$ cat src/rtl/dphy_delay_calib.sv
// Per-lane IDELAY tap calibration for the D-PHY slave receiver (byte clock domain).
// One shared sweep engine scores all 32 taps of each lane in turn, then parks the lane at the centre of its longest good window.
module dphy_delay_calib #(
    parameter int DATA_LANES     = 2,
    parameter int SETTLE_CYCLES  = 16,
    parameter int MEASURE_CYCLES = 4096,
    parameter int MIN_SYNC       = 4
) (
    input  logic                      clk_i,
    input  logic                      rst_i,
    input  logic                      rx_clk_present_i,
    input  logic                      start_i,
    input  logic [DATA_LANES-1:0]     sync_i,
    input  logic                      err_i,
    output logic [DATA_LANES-1:0]     inc_delay_o,
    output logic [DATA_LANES*5-1:0]   tap_o,
    output logic [DATA_LANES-1:0]     lane_fail_o,
    output logic                      busy_o,
    output logic                      done_o
);

    localparam int LW   = (DATA_LANES > 1) ? $clog2(DATA_LANES) : 1;
    localparam int MAXC = (SETTLE_CYCLES > MEASURE_CYCLES) ? SETTLE_CYCLES : MEASURE_CYCLES;
    localparam int CW   = $clog2(MAXC + 1);
    localparam int SW   = $clog2(MIN_SYNC + 1);

    localparam logic [CW-1:0] SETTLE_LD = CW'(SETTLE_CYCLES - 1);
    localparam logic [CW-1:0] SPACE_LD  = CW'(SETTLE_CYCLES);
    localparam logic [CW-1:0] MEAS_LD   = CW'(MEASURE_CYCLES - 1);
    localparam logic [SW-1:0] SYNC_MAX  = SW'(MIN_SYNC);
    localparam logic [LW-1:0] LAST_LANE = LW'(DATA_LANES - 1);

    typedef enum logic [2:0] {
        IDLE, REWIND, SETTLE, MEASURE, STEP, CENTER, NEXT_LANE, DONE
    } state_t;

    state_t                         state_q, state_d;
    logic [LW-1:0]                  lane_q, lane_d;
    logic [DATA_LANES-1:0][4:0]     tap_q, tap_d;
    logic [DATA_LANES-1:0]          inc_q, inc_d;
    logic [CW-1:0]                  cnt_q, cnt_d;
    logic [SW-1:0]                  sync_q, sync_d;
    logic                           err_q, err_d;
    logic [31:0]                    map_q, map_d;
    logic [DATA_LANES-1:0]          fail_q, fail_d;
    logic                           done_q, done_d;

    logic [4:0] cur_tap;
    logic       issue_inc;
    logic       busy;
    logic [SW-1:0] sync_nxt;
    logic       err_nxt;

    logic [5:0] run_len, best_len;
    logic [4:0] run_start, best_start, centre;

    assign busy        = (state_q != IDLE) && (state_q != DONE);
    assign busy_o      = busy;
    assign done_o      = done_q;
    assign inc_delay_o = inc_q;
    assign tap_o       = tap_q;
    assign lane_fail_o = fail_q;

    // Longest linear run of good taps; strict '>' keeps the lowest start on ties.
    always_comb begin
        run_len    = '0;
        run_start  = '0;
        best_len   = '0;
        best_start = '0;
        for (int i = 0; i < 32; i++) begin
            if (map_q[i]) begin
                if (run_len == 6'd0) run_start = 5'(i);
                run_len = run_len + 6'd1;
                if (run_len > best_len) begin
                    best_len   = run_len;
                    best_start = run_start;
                end
            end else begin
                run_len = '0;
            end
        end
        centre = best_start + best_len[5:1];
    end

    always_comb begin
        state_d   = state_q;
        lane_d    = lane_q;
        tap_d     = tap_q;
        inc_d     = '0;
        cnt_d     = cnt_q;
        sync_d    = sync_q;
        err_d     = err_q;
        map_d     = map_q;
        fail_d    = fail_q;
        done_d    = done_q;
        issue_inc = 1'b0;
        cur_tap   = tap_q[lane_q];

        sync_nxt = sync_q;
        if (sync_i[lane_q] && (sync_q != SYNC_MAX)) sync_nxt = sync_q + 1'b1;
        err_nxt = err_q | err_i;

        if (busy && !rx_clk_present_i) begin
            // Losing the HS clock abandons the sweep; tracked taps stay valid.
            state_d = IDLE;
            done_d  = 1'b0;
        end else begin
            case (state_q)
                IDLE: begin
                    if (start_i && rx_clk_present_i) begin
                        state_d = REWIND;
                        lane_d  = '0;
                        fail_d  = '0;
                        done_d  = 1'b0;
                        cnt_d   = '0;
                        map_d   = '0;
                    end
                end
                REWIND: begin
                    if (cur_tap == 5'd0) begin
                        state_d = SETTLE;
                        cnt_d   = SETTLE_LD;
                    end else if (cnt_q == '0) begin
                        issue_inc = 1'b1;
                        cnt_d     = SPACE_LD;
                    end else begin
                        cnt_d = cnt_q - 1'b1;
                    end
                end
                SETTLE: begin
                    if (cnt_q == '0) begin
                        state_d = MEASURE;
                        cnt_d   = MEAS_LD;
                        sync_d  = '0;
                        err_d   = 1'b0;
                    end else begin
                        cnt_d = cnt_q - 1'b1;
                    end
                end
                MEASURE: begin
                    sync_d = sync_nxt;
                    err_d  = err_nxt;
                    if (cnt_q == '0) begin
                        map_d[cur_tap] = (sync_nxt == SYNC_MAX) && !err_nxt;
                        if (cur_tap == 5'd31) begin
                            // Wrap back to tap 0 so centring counts up from a known origin.
                            issue_inc = 1'b1;
                            state_d   = CENTER;
                            cnt_d     = SPACE_LD;
                        end else begin
                            state_d = STEP;
                        end
                    end else begin
                        cnt_d = cnt_q - 1'b1;
                    end
                end
                STEP: begin
                    issue_inc = 1'b1;
                    state_d   = SETTLE;
                    cnt_d     = SETTLE_LD;
                end
                CENTER: begin
                    if (best_len == 6'd0) begin
                        fail_d[lane_q] = 1'b1;
                        state_d        = NEXT_LANE;
                    end else if (cur_tap == centre) begin
                        state_d = NEXT_LANE;
                    end else if (cnt_q == '0) begin
                        issue_inc = 1'b1;
                        cnt_d     = SPACE_LD;
                    end else begin
                        cnt_d = cnt_q - 1'b1;
                    end
                end
                NEXT_LANE: begin
                    if (lane_q == LAST_LANE) begin
                        state_d = DONE;
                        done_d  = 1'b1;
                    end else begin
                        lane_d  = lane_q + 1'b1;
                        state_d = REWIND;
                        cnt_d   = '0;
                        map_d   = '0;
                    end
                end
                DONE: begin
                    state_d = IDLE;
                end
                default: begin
                    state_d = IDLE;
                end
            endcase
        end

        if (issue_inc) begin
            inc_d[lane_q] = 1'b1;
            tap_d[lane_q] = cur_tap + 5'd1;
        end
    end

    always_ff @(posedge clk_i or posedge rst_i) begin
        if (rst_i) begin
            state_q <= IDLE;
            lane_q  <= '0;
            tap_q   <= '0;
            inc_q   <= '0;
            cnt_q   <= '0;
            sync_q  <= '0;
            err_q   <= 1'b0;
            map_q   <= '0;
            fail_q  <= '0;
            done_q  <= 1'b0;
        end else begin
            state_q <= state_d;
            lane_q  <= lane_d;
            tap_q   <= tap_d;
            inc_q   <= inc_d;
            cnt_q   <= cnt_d;
            sync_q  <= sync_d;
            err_q   <= err_d;
            map_q   <= map_d;
            fail_q  <= fail_d;
            done_q  <= done_d;
        end
    end

endmodule

$ cat config.mk
export PLATFORM = sky130hd
export DESIGN_NAME = dphy_delay_calib
export DESIGN_NICKNAME = d
export VERILOG_FILES = /design/src/rtl/dphy_delay_calib.sv
export SDC_FILE = /design/constraint.sdc
export NUM_CORES = 1
export LEC_CHECK = 0
export CAP_MARGIN = 10
export CORE_MARGIN = 2
export CORE_UTILIZATION = 63
export CTS_CLUSTER_DIAMETER = 150
export CTS_CLUSTER_SIZE = 14
export DETAILED_ROUTE_END_ITERATION = 12
export GPL_ROUTABILITY_DRIVEN = 0
export GPL_TIMING_DRIVEN = 0
export PLACE_DENSITY = 0.88
export REMOVE_ABC_BUFFERS = 1
export SLEW_MARGIN = 15
export SYNTH_ARGS = -nofsm -noshare
export SYNTH_HDL_FRONTEND = slang
export SYNTH_SLANG_ARGS = --single-unit
$ cat constraint.sdc
create_clock -name clk_i -period 54.2 [get_ports clk_i]
set_input_delay 5.42 -clock clk_i [delete_from_list [all_inputs] [get_ports clk_i]]
set_output_delay 5.42 -clock clk_i [all_outputs]
set_load 0.02 [all_outputs]
## After elaboration in Yosys (flattened, before gate mapping)

Index checks and enable logic that the tools add are counted.

| operators by class | value |
|---|---|
| reduce and logical (&&, ||, !) cells | 58 |
| shifts and indexed selects | 0 |
| add/subtract/negate cells | 36 |
| bitwise logic cells | 3 |
| divide/modulo/power cells | 0 |
| $mul | 0 |
| eq/ne operators | 26 |
| $lt $le $gt $ge | 35 |
| muxes and demuxes | 296 |

Operators by type and width:

| cell | number |
|---|---|
| 2-to-1 mux 5 bit | 146 |
| 2-to-1 mux 6 bit | 92 |
| logical NOT 6 bit | 32 |
| adder 6 x 1 -> 6 bit, second input constant | 31 |
| greater-than comparator 6 bit | 31 |
| 2-to-1 mux 13 bit | 9 |
| 2-to-1 mux 32 bit | 3 |
| one-hot mux 32 bit (3 select lines) | 1 |
| one-hot mux 13 bit (7 select lines) | 1 |
| bitwise mux 32 bit | 1 |
| 2-to-1 mux 3 bit | 10 |
| != test 3 bit, second input constant | 8 |
| one-hot mux 3 bit (8 select lines) | 1 |
| 2-to-1 mux 1 bit | 19 |
| equality test 3 bit, second input constant | 5 |
| != test 2 bit, second input constant | 7 |
| logical NOT 13 bit | 1 |
| subtractor 13 x 1 -> 13 bit, second input constant | 1 |
| bitwise mux 10 bit | 1 |
| AND reduction 5 bit | 2 |
| AND reduction 3 bit | 3 |
| nonzero test 3 bit | 3 |
| logical AND 1 bit | 7 |
| AND reduction 7 bit | 1 |
| 30 further kinds | 38 |

| storage, ports and cells | value |
|---|---|
| word-level logic and storage cells | 465 |
| memories kept | 0 |
| bits in latches | 0 |
| memory bits (read-only) | 0 |
| bits in writable memories | 0 |
| bits in registers | 68 |

## Longest topological paths before layout

Gate-level depths: netlist (run 1).

| depth | value |
|---|---|
| depth in word-level cells | 102 |
| gate-level depth with buffers | 282 |
| mapped depth without buffers | 252 |

## Worst setup path before layout (run 1)

No wires, ideal clock.

| timing | value |
|---|---|
| path type | register -> register |
| from | reg map_q[0] |
| to | reg tap_q, in the netlist tap_o[1] |
| library setup time | 0.125 ns |
| path slack | 5.221 ns |
| arrival time | 48.853 ns |
| path buffers | 30 |
| clock period less this slack | 48.979 ns |
| cell stages (with the launch flop) | 248 |
| required time | 54.075 ns |
| cells stage by stage | dfrtp_1 > inv_1 > ha_1 > ha_1 > nand2_1 > nor2_1 > nand3_1 > o21ai_0 > ha_1 > nand4_1 > nand2_1 > a21oi_4 > inv_1 > o31a_1 > ha_1 > and4_1 > o22ai_1 > mux2i_1 > (+212 left out) > o21a_1 > o21ai_0 > nand2_1 > a2111oi_4 > nor2_1 > clkbuf_1 > nor2_1 > a21o_1 > ha_1 > inv_1 > fa_1 > xor2_1 > xnor2_1 > nand4_1 > or4b_4 > nand4_4 > a21oi_4 > mux2_4 |

| on the way | value |
|---|---|
| cells in the longest elaborated chain, start to end | 101 |
| elaborated cells on any way between the ends | 337 |
| those cells by class | add/sub: 32; order compare: 31; eq/ne: 1; mux: 241; reduce/logical: 32 |

Ends and longest elaborated chain:

| element | line | source |
|---|---|---|
| start: declaration | 44 | `logic [31:0] map_q, map_d;` |
| start signal: assignment | 221 | `map_q <= map_d;` |
| 2-to-1 mux 1 bit (*) | 71 | `if (map_q[i]) begin` |
| adder 6 x 1 -> 6 bit | 73 | `run_len = run_len + 6'd1;` |
| greater-than comparator 6 bit | 74 | `if (run_len > best_len) begin` |
| 2-to-1 mux 6 bit | 74 |  |
| 2-to-1 mux 6 bit | 71 |  |
| greater-than comparator 6 bit | 74 |  |
| 2-to-1 mux 6 bit | 74 |  |
| 2-to-1 mux 6 bit | 71 |  |
| (+85 left out) | -- |  |
| 2-to-1 mux 5 bit or 2-to-1 mux 6 bit (tied branches) | 74 |  |
| 2-to-1 mux 5 bit or 2-to-1 mux 6 bit (tied branches) | 71 |  |
| adder 5 bit | 82 | `centre = best_start + best_len[5:1];` |
| equality test 5 bit | 166 | `end else if (cur_tap == centre) begin` |
| 2-to-1 mux 1 bit | 166 |  |
| 2-to-1 mux 1 bit (*) | 163 | `if (best_len == 6'd0) begin` |
| one-hot mux 1 bit (4 select lines) (*) | 108 | `case (state_q)` |
| 2-to-1 mux 1 bit (*) | 103 | `if (busy && !rx_clk_present_i) begin` |
| end signal: assignment | 216 | `tap_q <= tap_d;` |
| end: declaration | 39 | `logic [DATA_LANES-1:0][4:0] tap_q, tap_d;` |

Every way passes the cells marked *; elsewhere a longest branch is shown, timed or not. The select of a mux whose other input is x is not followed.
A chain may end at the register's enable or synchronous reset.

## Worst setup path after layout (run 1)

| timing | value |
|---|---|
| from | reg map_q[0] |
| to | reg tap_q, in the netlist tap_o[4] |

Same word-level chain as after synthesis.

==> results of run 1 <==
[layer usage]
layer,GRT usage,vias to the layer above,part of all wire
met4,0.121,0,0.030
li1,-,8801,-
met1,0.389,8651,0.41
met5,0,-,0
met2,0.554,958,0.49
met3,0.0366,177,0.071
[layout by cell type, fill, tap and decap left out, types with 11 or more instances in the layout]
cell type	instances
nand3_1	80
a31oi_1	27
a211oi_1	26
nor2b_1	30
nor3_1	54
nor2_1	186
inv_1	145
clkdlybuf4s50_1	22
xor2_1	32
o31ai_1	21
o21ai_1	16
mux2i_1	79
a22oi_1	13
o22ai_1	21
nor4_1	14
and2_1	60
buf_4	31
a21oi_1	189
nand2_1	380
a211o_1	12
mux2_2	44
o21a_1	16
a21boi_0	11
dfrtp_1	68
and3_1	26
a21o_1	26
ha_1	118
nand4_1	13
o21ai_0	206
xnor2_1	90
o211ai_1	32
nand2b_1	21
[logic make-up after synthesis]
family	share of synthesized area
multiplexers	0.0991
adder cells (fa/ha/maj)	0.0959
other	0.000451
flip-flops	0.102
AND/OR/NAND/NOR	0.264
AO/OA/AOI/OAI	0.308
buffers and inverters	0.0664
XOR/XNOR	0.0641
[power groups by stage]
| stage | sequential, W | clock (W) | combinational (W) |
|---|---|---|---|
| 5_1_grt | 0.0000667 | 0.0000632 | 0.0000700 |
| 6_report | 0.0000658 | 0.0000618 | 0.0000639 |
| 3_3_place_gp | 0.0000656 | 0 | 0.0000561 |
| 3_5_place_dp | 0.0000661 | 0 | 0.0000594 |
| 2_1_floorplan | 0.0000651 | 0 | 0.0000421 |
| 4_1_cts | 0.0000654 | 0.0000614 | 0.0000607 |
[timing repair]
item / in CTS / in global routing
resized for setup: 19 / 47
buffers inserted: 2 / 29
pin swaps: 1 / 8
setup endpoints to repair: 29 / 29
hold buffers: 0 / 0
cloned: 1 / 1
[path summary, 6_finish.rpt]
| kind | endpoint | cells past startpoint |
|---|---|---|
| min in group asynchronous | cnt_q[11]$_DFFE_PP0P_ | 2 |
| worst min-delay path | cnt_q[6]$_DFFE_PP0P_ | 1 |
| worst max-delay path | tap_o[4]$_DFFE_PP0P_ | 225 |
| max in group asynchronous | map_q[13]$_DFFE_PP0P_ | 3 |
| worst max register to register | tap_o[4]$_DFFE_PP0P_ | 225 |
| worst min register to register | cnt_q[6]$_DFFE_PP0P_ | 1 |
[cell usage after synthesis, types with 9 or more instances]
master,instances,area share
a21oi_1,191,0.057
nand2_1,384,0.087
nand3_1,82,0.025
o2111ai_1,9,0.0047
o221ai_1,11,0.0058
o21ai_0,210,0.063
nor4_1,17,0.0064
o31a_1,9,0.0047
a21boi_0,11,0.0050
nand4_1,13,0.0049
o22ai_1,21,0.0079
o21a_1,17,0.0077
o21ai_1,13,0.0039
maj3_1,9,0.0054
a211oi_1,27,0.012
nor2_1,190,0.043
o31ai_1,22,0.0099
and3_1,26,0.0098
xor2_1,32,0.017
a22oi_1,13,0.0059
clkbuf_1,83,0.019
nor3_1,54,0.016
a211o_1,12,0.0063
and2_1,60,0.023
xnor2_1,90,0.047
o211ai_1,32,0.014
mux2_2,44,0.030
nor2b_1,30,0.011
mux2i_1,83,0.050
nand2b_1,21,0.0079
a21o_1,28,0.013
a31oi_1,29,0.011
inv_1,146,0.033
ha_1,118,0.089
or3_1,10,0.0038
dfrtp_1,68,0.10
buf_2,26,0.0078
[critical path: cells and delay by family, from the launching register on]
| family | cells | cell delay, ns |
|---|---|---|
| AOI/OAI and AO/OA | 91 | 19.04 |
| and+or+nand+nor | 67 | 13.57 |
| adders and majority gates | 33 | 10.66 |
| muxes | 19 | 5.34 |
| buffers and inverters | 12 | 1.75 |
| xor gates and xnor gates | 3 | 0.59 |
| DFF | 1 | 0.39 |
[final cells by class]
| class | count | area, sq um | share of cell area |
|---|---|---|---|
| repair buffers | 56 | 515 | 0.0291 |
| clock inverters | 7 | 81.3 | 0.00459 |
| clock buffers | 9 | 225 | 0.0127 |
| well taps | 335 | 419 | 0.0236 |
| inverters | 151 | 569 | 0.0321 |
| flip-flops and latches | 68 | 1700 | 0.0960 |
| multi-input cells | 2123 | 14200 | 0.802 |
[sequential cells by signal, indices dropped and copies added (netlist names)]
register     cells
err_q            1
map_q           32
inc_delay_o      2
state_q          3
cnt_q           13
tap_o           10
lane_fail_o      2
done_o           1
lane_q           1
sync_q           3
[metrics by stage]
step	setup TNS, ns	utilization	setup slack (ns)	instances	power (W)
2_1_floorplan	0	-	4.40	2340	0.000107
3_3_place_gp	-84.68	0.645	-3.39	2697	0.000122
3_5_place_dp	-80.82	0.648	-3.32	2700	0.000126
4_1_cts	0	0.665	0.0491	2719	0.000188
5_1_grt	-5.07	0.682	-0.325	2749	0.000200
6_report	0	0.682	2.53	2749	0.000192
==> results.py, run 1 <==
metrics = {
    "clock_tree": {
        "h-tree-depth": 3,
        "cts.sinks": 68,
        "path_clk_slew_ns": 0.06,
        "cts_buffer_depth": 2,
        "root_buffer": "clkbuf_16",
        "clock_latency_ns": 0.34,
        "cts_made_buffers": 9,
        "cts_tree": "built",
    },
    "outcome": {
        "status": "completed",
    },
    "worst_setup_path": {
        "crit_start": "map_q[0]$_DFFE_PP0P_",
        "crit_fanout": 21,
        "slowest_stage": "or4b_4",
        "crit_path_start_kind": "flip-flop",
        "cp.arrival_ns": 51.89,
        "timing.rr.start": "map_q[0]$_DFFE_PP0P_",
        "worst_ep_required_time_ns": 54.42,
        "slowest_delay_ns": 0.66,
        "critPathKind": "reg -> reg",
        "path_common_cell": "ha_1",
        "critPathCaptureType": "flip-flop",
        "rrSetupSlack_ns": 2.53,
    },
    "pwr": {
        "ir_drop_v": 0.0000348,
        "power.static_leakage_nw": 7.63,
        "intPower_w": 0.000116,
        "p_sw_frac": 0.395,
        "clockPowerShare": 0.323,
        "netSwitchingPower_w": 0.0000757,
        "cellPowerDensity_mw_per_mm2": 10.8,
        "seqPwrFrac": 0.344,
        "p_comb_frac": 0.334,
    },
    "floorplanning": {
        "dieArea_sq_mm": 0.0278,
        "pin_count": 23,
        "initial_core_util": 0.641,
        "die_y_microns": 167,
        "die_x_microns": 167,
        "core_sq_mm": 0.0260,
        "num_rows": 59,
    },
    "cells_and_area": {
        "antenna_cells": 0,
        "drive_gt1_frac": 0.0862,
        "final.fill_count": 2098,
        "stdcell_area_sq_mm": 0.0177,
        "area.growth.synth_to_final_pct": 6.46,
        "final_nets": 2535,
    },
    "yosys": {
        "synth_ff_type": "dfrtp_1",
        "synth_cell_types": 118,
        "synthArstFlopShare": 1.00,
        "syn_area_sq_mm": 0.0167,
        "seq_area_frac_synth": 0.102,
        "synth_warnings": 0,
        "synthCells": 2461,
        "synth_edf_count": 0,
        "synth.avg_cell_area_sq_um": 6.77,
        "ys_ff_latch": 68,
    },
    "min_path": {
        "hold_path.class": "reg -> reg",
        "hold_start": "cnt_q[6]$_DFFE_PP0P_",
    },
    "detailed_routing": {
        "drc": 0,
        "vias": 18600,
        "antenna_left": 0,
        "first_iter_violations": 1964,
        "viasPerCell": 6.76,
        "drt-total-wl_microns": 47600,
        "drt-pass1-iter-count": 9,
        "wl_per_cell_microns": 17.3,
    },
    "grt": {
        "grt_antenna_before_repair": 0,
        "grtUsageTotal": 0.313,
        "grt_max_degree": 60,
        "grt-ovfl-total": 0,
        "grt_pass1_wl_microns": 77400,
        "first_global_vias": 17500,
    },
    "placed_design": {
        "port_buffers": 22,
        "place_area_sq_mm": 0.0168,
        "dp_hpwl_microns": 34900,
    },
    "run": {
        "maxCapViolCount": 0,
    },
    "sta": {
        "finalClockSkew_ns": 0.00818,
        "slew_violations": 0,
        "slew_headroom": 0.197,
        "holdWs_ns": 0.506,
        "tightestPinTransition_ns": 1.19,
        "fmax_mhz": 19.4,
        "layout_min_cycle_time_ns": 51.67,
        "post-route-period-util": 0.953,
        "hold_violations": 0,
        "setup_viol": 0,
    },
}
No activity file was read; power rests on OpenSTA's default activity.
==> inputs of run 2 (changes only) <==
- CORE_MARGIN: 2 -> not set
- PLACE_DENSITY: 0.88 -> 0.8
==> run 2 against run 1 <==
Against the previous run: hold slack got worse by 0.0055 ns; first-iteration DRC count decreased by 13%; clock skew is 0.00066 ns lower; final area hardly changed.
==> results.py, run 2 (synthesis gave the netlist of run 1 again) <==
metrics = {
    "min_path": {
        "hold_path.class": "reg -> reg",
    },
    "cells_and_area": {
        "fin_cells": 2752,
        "antenna_cells": 0,
        "top_register": "map_q",
        "final_nets": 2538,
        "layout_commonest_cell": "nand2_1",
        "layout_common_cells": "nand2_1 (380), o21ai_0 (208), a21oi_1 (189), nor2_1 (187), inv_1 (145)",
        "drive_gt1_frac": 0.0848,
        "final.fill_count": 2262,
        "area.growth.synth_to_final_pct": 6.47,
        "largest_reg_flops": 32,
    },
    "grt": {
        "grt_max_degree": 47,
        "first_global_vias": 16700,
        "grt_antenna_before_repair": 0,
        "grt_pass1_wl_microns": 76400,
        "grtUsageTotal": 0.329,
        "grt-ovfl-total": 0,
    },
    "detailed_routing": {
        "drt-total-wl_microns": 45900,
        "first_iter_violations": 1711,
        "drt-pass1-iter-count": 6,
        "viasPerCell": 6.59,
        "wl_per_cell_microns": 16.7,
        "vias": 18100,
        "antenna_left": 0,
        "drc": 0,
    },
    "clock_tree": {
        "cts_buffer_depth": 2,
        "cts_made_buffers": 9,
        "path_clk_slew_ns": 0.06,
        "cts_tree": "built",
        "clock_latency_ns": 0.35,
        "h-tree-depth": 3,
        "cts.sinks": 68,
        "root_buffer": "clkbuf_16",
    },
    "pwr": {
        "power.static_leakage_nw": 7.64,
        "cellPowerDensity_mw_per_mm2": 10.7,
        "ir_drop_v": 0.0000314,
    },
    "worst_setup_path": {
        "critPathCaptureType": "flip-flop",
        "crit_fanout": 21,
        "crit_path_start_kind": "flip-flop",
        "slowest_delay_ns": 0.63,
        "path_common_cell": "ha_1",
        "slowest_stage": "or4b_4",
        "critPathKind": "reg -> reg",
        "cp.arrival_ns": 51.38,
        "worst_ep_required_time_ns": 54.43,
    },
    "floorplanning": {
        "dieArea_sq_mm": 0.0271,
        "initial_core_util": 0.641,
        "pin_count": 23,
        "die_y_microns": 165,
        "die_x_microns": 165,
        "core_sq_mm": 0.0260,
        "num_rows": 59,
    },
    "sta": {
        "slew_headroom": 0.210,
        "setup_viol": 0,
        "holdWs_ns": 0.500,
        "setup_tns_ns": 0,
        "post-route-period-util": 0.944,
        "slew_violations": 0,
        "fmax_mhz": 19.6,
        "layout_min_cycle_time_ns": 51.15,
        "hold_violations": 0,
        "tightestPinTransition_ns": 1.18,
        "finalClockSkew_ns": 0.00752,
    },
    "run": {
        "maxCapViolCount": 0,
    },
    "placed_design": {
        "dp_cells": 2700,
        "port_buffers": 22,
        "dp_hpwl_microns": 34500,
    },
    "outcome": {
        "status": "completed",
    },
}
## run 2: cell types whose count changed in the layout (fill, tap and decap cells not counted), moves of 2 or more
cell / before / now
clkinv_4: 2 / 0
o21ai_1: 16 / 14
nand3_2: 2 / 0
nor2_2: 4 / 2
o21ai_0: 206 / 208
nand3_1: 80 / 82
buf_4: 31 / 34
## run 2: path summary, 6_finish.rpt
check                                           startpoint                    endpoint  slack, ns  cells after the start
worst min-delay path            lane_fail_o[1]$_DFFE_PP0P_  lane_fail_o[1]$_DFFE_PP0P_       0.50                      2
max in group asynchronous                            rst_i        map_q[7]$_DFFE_PP0P_      48.26                      3
worst max register to register        map_q[0]$_DFFE_PP0P_        tap_o[9]$_DFFE_PP0P_       3.05                    222
worst max-delay path                  map_q[0]$_DFFE_PP0P_        tap_o[9]$_DFFE_PP0P_       3.05                    222
worst min register to register  lane_fail_o[1]$_DFFE_PP0P_  lane_fail_o[1]$_DFFE_PP0P_       0.50                      2
min in group asynchronous                            rst_i       map_q[17]$_DFFE_PP0P_       5.40                      2
## run 2: metrics by stage
step / area, sq um / total power [W] / utilization / setup WS (ns)
final: 17700 / 0.000190 / 0.682 / 3.05
after global routing: 17700 / 0.000200 / 0.682 / -0.148
after CTS: 17200 / 0.000188 / 0.664 / 0.0345
after detailed placement: 16800 / 0.000125 / 0.648 / -3.13
after global placement: 16800 / 0.000122 / 0.645 / -3.81
after floorplan: 16100 / 0.000107 / - / 4.40
## run 2: worst max-delay path, delay by kind of cell, from the launching register on
kind | cells | cell delay, ns
compound gates | 89 | 19.24
simple gates | 63 | 12.58
fa+ha+maj | 34 | 10.59
mux | 21 | 5.98
buf+inv | 13 | 1.71
flops | 1 | 0.40
xor+xnor | 2 | 0.37
## run 2: power breakdown
group	internal, W	leakage [nW]	switching (W)
Clock	0.0000364	0.145	0.0000253
Combinational	0.0000230	6.57	0.0000392
Sequential	0.0000568	0.925	0.00000885
## run 2: cell type report
class	instances	area [sq um]	area share
Multi-Input combinational cell	2123	14200	0.801
Inverter	151	569	0.0321
Timing Repair Buffer	59	534	0.0301
Clock buffer	9	225	0.0127
Clock inverter	7	82.6	0.00466
Sequential cell	68	1700	0.0960
Tap cell	335	419	0.0236
## run 2: what timing repair did
action,CTS,global route
gates resized for setup,19,40
hold buffers,0,0
endpoints found under the setup margin,29,29
gates cloned,1,1
setup buffers,0,34
pin swaps,1,12
## run 2: metal layers
layer,wire (microns),global-route usage,part of all wire
met5,0,0,0
met4,708,0.0859,0.015
met3,2690,0.0329,0.059
met2,22000,0.572,0.48
met1,20400,0.433,0.45
